[src/rtl/sid_voice_bank_if.sv]
// Bus between the SID register file and the voice bank: per-voice controls in,
// scaled samples, osc3 readback and the sample strobe out.
interface sid_voice_bank_if #(
  parameter int NUM_VOICES = 3,
  parameter int OUT_W      = 12,
  parameter int VOL_W      = 8
);
  logic                        ce;
  logic [NUM_VOICES*16-1:0]    freq;
  logic [NUM_VOICES*OUT_W-1:0] pw;
  logic [NUM_VOICES*8-1:0]     ctrl;
  logic [NUM_VOICES*VOL_W-1:0] vol;
  logic [NUM_VOICES*OUT_W-1:0] wave_out;
  logic [7:0]                  osc3;
  logic                        out_valid;

  modport master (
    output ce, freq, pw, ctrl, vol,
    input  wave_out, osc3, out_valid
  );

  modport slave (
    input  ce, freq, pw, ctrl, vol,
    output wave_out, osc3, out_valid
  );
endinterface

[src/rtl/sid_voice_bank.sv]
// N-voice SID oscillator bank: phase accumulators and noise LFSRs advance on ce,
// waveforms are combined, scaled and registered one clk later.
module sid_voice_bank #(
  parameter int NUM_VOICES = 3,
  parameter int ACC_W      = 24,
  parameter int OUT_W      = 12,
  parameter int LFSR_W     = 23,
  parameter int VOL_W      = 8
) (
  input logic            clk,
  input logic            reset,
  sid_voice_bank_if.slave bus
);
  localparam int MSB    = ACC_W - 1;
  localparam int NBIT   = ACC_W - 5;
  localparam int LAST   = NUM_VOICES - 1;
  localparam int PROD_W = OUT_W + VOL_W;

  typedef logic [ACC_W-1:0]  acc_t;
  typedef logic [LFSR_W-1:0] lfsr_t;
  typedef logic [OUT_W-1:0]  samp_t;

  function automatic int prev_voice(input int v);
    return (v == 0) ? LAST : v - 1;
  endfunction

  function automatic lfsr_t lfsr_step(input lfsr_t l);
    return {l[LFSR_W-2:0], l[22] ^ l[17]};
  endfunction

  function automatic samp_t waveform(input acc_t acc, input logic ring_msb, input lfsr_t l,
                                     input logic [7:0] cv, input samp_t pw_v);
    samp_t top, tri_w, pulse_w, noise_w, raw;
    top     = acc[MSB -: OUT_W];
    tri_w   = {acc[ACC_W-2 -: OUT_W-1], 1'b0};
    tri_w   = (acc[MSB] ^ (cv[2] & ring_msb)) ? ~tri_w : tri_w;
    pulse_w = (top < pw_v) ? '1 : '0;
    noise_w = '0;
    noise_w[OUT_W-1 -: 8] = {l[20], l[18], l[14], l[11], l[9], l[5], l[2], l[0]};
    raw = '1;
    raw = cv[4] ? (raw & tri_w)   : raw;
    raw = cv[5] ? (raw & top)     : raw;
    raw = cv[6] ? (raw & pulse_w) : raw;
    raw = cv[7] ? (raw & noise_w) : raw;
    return (cv[7:4] == 4'b0000) ? '0 : raw;
  endfunction

  function automatic samp_t scale(input samp_t raw, input logic [VOL_W-1:0] v);
    logic [PROD_W-1:0] prod;
    prod = PROD_W'(raw) * PROD_W'(v);
    return prod[VOL_W +: OUT_W];
  endfunction

  acc_t  [NUM_VOICES-1:0]      acc_q, acc_d, sum_s;
  lfsr_t [NUM_VOICES-1:0]      lfsr_q, lfsr_d;
  samp_t [NUM_VOICES-1:0]      raw_s;
  logic  [NUM_VOICES-1:0]      prev_msb_q, prev_msb_d, prev_nbit_q, prev_nbit_d, rise_s;
  logic  [NUM_VOICES*OUT_W-1:0] wave_q, wave_d;
  logic  [7:0]                 osc3_q, osc3_d;
  logic                        ce_q, ce_d, out_valid_q, out_valid_d;
  logic                        unused_gate_s;

  // Sync detection looks at the pre-sync sum so voices chained in a ring cannot form a loop.
  always_comb begin
    unused_gate_s = 1'b0;
    for (int v = 0; v < NUM_VOICES; v++) begin
      sum_s[v]      = acc_q[v] + ACC_W'(bus.freq[16*v +: 16]);
      rise_s[v]     = ~bus.ctrl[8*v+3] & ~prev_msb_q[v] & sum_s[v][MSB];
      unused_gate_s = unused_gate_s ^ bus.ctrl[8*v];
    end
  end

  always_comb begin
    acc_d       = acc_q;
    lfsr_d      = lfsr_q;
    prev_msb_d  = prev_msb_q;
    prev_nbit_d = prev_nbit_q;
    if (bus.ce) begin
      for (int v = 0; v < NUM_VOICES; v++) begin
        if (bus.ctrl[8*v+3]) begin
          acc_d[v] = '0;
        end else if (bus.ctrl[8*v+1] && rise_s[prev_voice(v)]) begin
          acc_d[v] = '0;
        end else begin
          acc_d[v] = sum_s[v];
        end
        if (bus.ctrl[8*v+3]) begin
          lfsr_d[v] = '1;
        end else if (!prev_nbit_q[v] && acc_d[v][NBIT]) begin
          lfsr_d[v] = lfsr_step(lfsr_q[v]);
        end else begin
          lfsr_d[v] = lfsr_q[v];
        end
        prev_msb_d[v]  = acc_d[v][MSB];
        prev_nbit_d[v] = acc_d[v][NBIT];
      end
    end else begin
      acc_d  = acc_q;
      lfsr_d = lfsr_q;
    end
  end

  always_comb begin
    for (int v = 0; v < NUM_VOICES; v++) begin
      raw_s[v] = waveform(acc_q[v], acc_q[prev_voice(v)][MSB], lfsr_q[v],
                          bus.ctrl[8*v +: 8], bus.pw[OUT_W*v +: OUT_W]);
    end
  end

  // Output stage fires one clk after each accumulator update.
  always_comb begin
    ce_d        = bus.ce;
    wave_d      = wave_q;
    osc3_d      = osc3_q;
    out_valid_d = 1'b0;
    if (ce_q) begin
      out_valid_d = 1'b1;
      for (int v = 0; v < NUM_VOICES; v++) begin
        wave_d[OUT_W*v +: OUT_W] = scale(raw_s[v], bus.vol[VOL_W*v +: VOL_W]);
      end
      osc3_d = raw_s[LAST][OUT_W-1 -: 8];
    end else begin
      out_valid_d = 1'b0;
    end
  end

  always_ff @(posedge clk or posedge reset) begin
    if (reset) begin
      acc_q       <= '0;
      lfsr_q      <= '1;
      prev_msb_q  <= '0;
      prev_nbit_q <= '0;
      ce_q        <= 1'b0;
      wave_q      <= '0;
      osc3_q      <= 8'h00;
      out_valid_q <= 1'b0;
    end else begin
      acc_q       <= acc_d;
      lfsr_q      <= lfsr_d;
      prev_msb_q  <= prev_msb_d;
      prev_nbit_q <= prev_nbit_d;
      ce_q        <= ce_d;
      wave_q      <= wave_d;
      osc3_q      <= osc3_d;
      out_valid_q <= out_valid_d;
    end
  end

  assign bus.wave_out  = wave_q;
  assign bus.osc3      = osc3_q;
  assign bus.out_valid = out_valid_q;
endmodule

[src/flat_wrapper.sv]
// flat-port wrapper written by rule: the top's interface ports become plain ports
module sid_voice_bank_flat 
#(
  parameter int NUM_VOICES = 3,
  parameter int ACC_W      = 24,
  parameter int OUT_W      = 12,
  parameter int LFSR_W     = 23,
  parameter int VOL_W      = 8
)
  (clk, reset, bus_ce, bus_freq, bus_pw, bus_ctrl, bus_vol, bus_wave_out, bus_osc3, bus_out_valid);
  sid_voice_bank_if #(.NUM_VOICES(NUM_VOICES), .OUT_W(OUT_W), .VOL_W(VOL_W)) bus_i ();
  input logic clk;
  input logic reset;
  input wire logic [$bits(bus_i.ce)-1:0] bus_ce;
  input wire logic [$bits(bus_i.freq)-1:0] bus_freq;
  input wire logic [$bits(bus_i.pw)-1:0] bus_pw;
  input wire logic [$bits(bus_i.ctrl)-1:0] bus_ctrl;
  input wire logic [$bits(bus_i.vol)-1:0] bus_vol;
  output wire logic [$bits(bus_i.wave_out)-1:0] bus_wave_out;
  output wire logic [$bits(bus_i.osc3)-1:0] bus_osc3;
  output wire logic [$bits(bus_i.out_valid)-1:0] bus_out_valid;
  assign bus_i.ce = bus_ce;
  assign bus_i.freq = bus_freq;
  assign bus_i.pw = bus_pw;
  assign bus_i.ctrl = bus_ctrl;
  assign bus_i.vol = bus_vol;
  assign bus_wave_out = bus_i.wave_out;
  assign bus_osc3 = bus_i.osc3;
  assign bus_out_valid = bus_i.out_valid;
  sid_voice_bank #(.NUM_VOICES(NUM_VOICES), .ACC_W(ACC_W), .OUT_W(OUT_W), .LFSR_W(LFSR_W), .VOL_W(VOL_W)) u_core (.clk(clk), .reset(reset), .bus(bus_i));
endmodule
[config.mk]
export PLATFORM = sky130hd
export DESIGN_NAME = sid_voice_bank_flat
export DESIGN_NICKNAME = d
export VERILOG_FILES = /design/src/rtl/sid_voice_bank_if.sv /design/src/rtl/sid_voice_bank.sv /design/src/flat_wrapper.sv
export SDC_FILE = /design/constraint.sdc
export NUM_CORES = 1
export LEC_CHECK = 0
export CORE_ASPECT_RATIO = 1.4
export CORE_UTILIZATION = 30
export DETAILED_ROUTE_END_ITERATION = 16
export MAX_ROUTING_LAYER = met4
export PLACE_DENSITY = 0.46
export SLEW_MARGIN = 10
export SYNTH_ARGS = -nofsm -noshare
export SYNTH_HDL_FRONTEND = slang
export SYNTH_SLANG_ARGS = --single-unit
[constraint.sdc]
create_clock -name clk -period 14 [get_ports clk]
set_clock_uncertainty 0.1 [all_clocks]
set_input_delay 1.4 -clock clk [delete_from_list [all_inputs] [get_ports clk]]
set_output_delay 1.4 -clock clk [all_outputs]
set_load 0.03 [all_outputs]
==> impl_metrics.ini <==
[outcome]
outcome = finished, final reports clean

[floorplanning]
io_pins = 180
rows = 113
die_width_um = 224
start_util_pct = 30.4
die_h_um = 313
core_area_sq_um = 68000
die_area_sq_um = 70000

[global_routing]
grt_pass1_wl_mm = 92.5
grt_max_degree = 117
grt_pass1_vias = 17300
grt-ovfl-total = 0
antenna_found_initial = 12
gr-usage-all-layers_pct = 17.4

[clock_tree]
cts_sinks = 187
hold_buffers = 0
clkLatencyLatePin_ns = 0.50
cts_tree = built
clk_pin_slew_ns = 0.09
cts_inserted_buffers = 17
post_cts_buffers = 0
htreeDepth = 4
clock_path_buffers = 2
cts_resized = 0
cts_root_buf = clkbuf_16

[placement]
dp.final_hpwl_mm = 44.5
gp_congestion = 0.825
portBuffers = 176

[layout]
drive_gt1_share_pct = 10.9
postLayoutCoreUtil_pct = 35.5
syn_to_final_growth_pct = 16.7
nets = 2843
fillCellCount = 6886

[synthesis]
yosys.area.top_type = fa_1
netlist_area_sq_um = 20700
syn_nets = 2694
synth_cell_type_count = 85
yosys_warnings = 0
synth_area_leaders = fa_1 (17%), dfrtp_1 (14%), ha_1 (12%)
synth_edf_count = 0
ys_ff_latch = 187
synth_flop_cell = dfrtp_1
yosysSeqAreaShare_pct = 23.1
synth_top_cell_area_share_pct = 17.4
synthCells = 2187
async_flop_share_pct = 100
syn_avg_cell_area_sq_um = 9.45

[pwr]
ir_worst_vdd_mv = 0.0864
p_clk_share_pct = 15.6
seqPwrFrac_pct = 21.3
combinationalPowerShare_pct = 63.1
p_leak_nw = 11.2
netSwitchingFraction_pct = 46.9
p_switching_w = 0.00169
p_per_area_nw_per_um2 = 149
p_int_w = 0.00191

[routing]
routedWlPerCell_um = 17.3
vias_per_cell = 4.89
drtIter0Drc = 587
vias = 16000
drt_wl_total_mm = 56.9
drc = 0
ant_nets = 0
drtPass1Iterations = 6

[timing]
worst_slew_pin_slew_ns = 1.16
timing.fmax_mhz = 113
hold_violations = 0
finalSetupViolCount = 0
post-route-period-util_pct = 63.0
tns_ns = 0
finalCriticalPeriod_ns = 8.83
relSlewSlack_pct = 22.0
rsz0062_at_grt = no
slew_viol_final = 0

[worst_hold_path]
min_path_cells = 1
hp-class = flop to flop
holdPathEnd = u_core.acc_q[5]
hp-start = u_core.acc_q[5]

[setup_path]
arrival_ns = 9.12
critPathKind = input pin to flop
worstReg2RegStart = u_core.acc_q[61]
required_ns = 14.29
cp-end-kind = flop
startpoint_type = input pin
reg2reg_depth = 24
regToRegEndpoint = u_core.bus.wave_out[33]
rrSetupSlack_ns = 6.08
path_max_fanout = 8

[flow_run]
drv_cap = 0
==> how the worst max path moves through the flow <==
stage / startpoint / slack [ns] / cells past startpoint / end
after floorplan: bus_pw[29] / 6.02 / 26 / u_core.bus.wave_out[34]
after global placement: bus_pw[29] / 4.51 / 27 / u_core.bus.wave_out[34]
after detailed placement: bus_pw[29] / 4.50 / 27 / u_core.bus.wave_out[33]
after CTS: bus_pw[29] / 5.02 / 27 / u_core.bus.wave_out[33]
after global routing: bus_pw[29] / 4.74 / 26 / u_core.bus.wave_out[33]
final: bus_pw[29] / 5.17 / 26 / u_core.bus.wave_out[33]
==> sequential cells by signal (all words and copies together), names as in the netlist <==
| signal | count |
|---|---|
| u_core.bus.osc3 | 8 |
| u_core.ce_q | 1 |
| u_core.prev_nbit_q | 2 |
| u_core.prev_msb_q | 3 |
| u_core.acc_q | 67 |
| u_core.bus.wave_out | 36 |
| u_core.bus.out_valid | 1 |
| u_core.lfsr_q | 69 |
==> logic make-up (layout without fill, tap and decap cells) <==
group	after synthesis	in the layout	synth area share [%]
AOI/OAI and AO/OA	398	398	14.0
adders and majority gates	372	372	29.1
DFF	187	187	23.1
and+or+nand+nor	672	672	16.7
other	0	12	0
xor gates and xnor gates	95	95	4.03
buffers and inverters	361	523	6.94
muxes	102	102	6.16
==> layout by cell type, fill, tap and decap left out, drive strengths merged, types with 30 or more instances in the layout <==
master           n
inv            292
ha             192
fa             180
clkdlybuf4s50  175
nor2           162
and2           145
nand2          134
dfrtp          118
mux2            94
nand2b          74
a21oi           70
dfstp           69
xnor2           65
o21ai           42
nor3            41
a21o            36
o22ai           33
xor2            30
==> per-layer routing <==
layer / vias to the layer above / GRT usage [%] / share of wire (%)
li1: 7722 / - / -
met1: 8008 / 21.2 / 45
met2: 252 / 29.1 / 50
met3: 55 / 3.22 / 3.6
met4: 0 / 4.98 / 1.9
met5: - / - / 0
==> synthesized netlist by cell type, types with 12 or more instances <==
cell       count
inv_1        279
ha_1         192
fa_1         180
nor2_1       162
and2_1       145
nand2_1      134
dfrtp_1      118
nand2b_1      74
dfstp_2       69
a21oi_1       68
xnor2_1       65
mux2_2        58
clkbuf_1      55
o21ai_0       41
nor3_1        40
mux2_4        36
a21o_1        35
o22ai_1       33
xor2_1        30
a211oi_1      29
nand3_1       29
a22o_1        24
o2bb2ai_1     23
a31oi_1       15
nor2b_1       15
a211o_1       13
clkinv_1      13
o21bai_1      13
o21a_1        12
==> worst max-delay path, cell delays in order <==
cell and delay, ns:
clkdlybuf4s50_1 0.45, inv_1 0.04, ha_1 0.29, a21o_1 0.19
a21o_1 0.17, a221oi_1 0.56, o21a_1 0.32, nand2_1 0.12
a221oi_1 0.92, and2_1 0.28, fa_1 0.41, fa_1 0.46
fa_1 0.52, inv_1 0.06, fa_1 0.47, inv_1 0.05
ha_1 0.31, a211o_1 0.27, a21oi_1 0.22, o21bai_1 0.09
a221o_1 0.35, a22o_1 0.23, o31a_1 0.36, a21oi_1 0.22
xnor2_1 0.10, mux2_2 0.26
==> layout make-up <==
| class | count | area [sq um] | share of cell area [%] |
|---|---|---|---|
| multi-input combinational | 1639 | 14500 | 60.0 |
| sequential | 187 | 4770 | 19.8 |
| timing repair buffer | 199 | 1930 | 7.99 |
| tap | 920 | 1150 | 4.77 |
| inverter | 292 | 1100 | 4.58 |
| clock buffer | 17 | 425 | 1.76 |
| clock inverter | 15 | 231 | 0.960 |
| antenna | 12 | 30.0 | 0.125 |
==> stage by stage <==
step | cell area (sq um) | setup WS [ns] | hold slack [ns] | power, W | std cells
finish | 24100 | 5.17 | 0.396 | 0.00360 | 3281
global route | 24100 | 4.74 | 0.418 | 0.00396 | 3281
CTS | 24100 | 5.02 | 0.395 | 0.00366 | 3268
detailed placement | 23400 | 4.50 | 0.372 | 0.00307 | 3236
global placement | 23400 | 4.51 | 0.371 | 0.00303 | 3236
floorplan | 20700 | 6.02 | 0.298 | 0.00241 | 2187
==> power groups by stage <==
stage / Combinational (W) / Sequential, W / Clock, W
finish: 0.00227 / 0.000767 / 0.000560
global route: 0.00258 / 0.000785 / 0.000599
CTS: 0.00231 / 0.000771 / 0.000583
detailed placement: 0.00229 / 0.000780 / 0
global placement: 0.00225 / 0.000779 / 0
floorplan: 0.00158 / 0.000828 / 0
(Power assumes the default switching activity.)
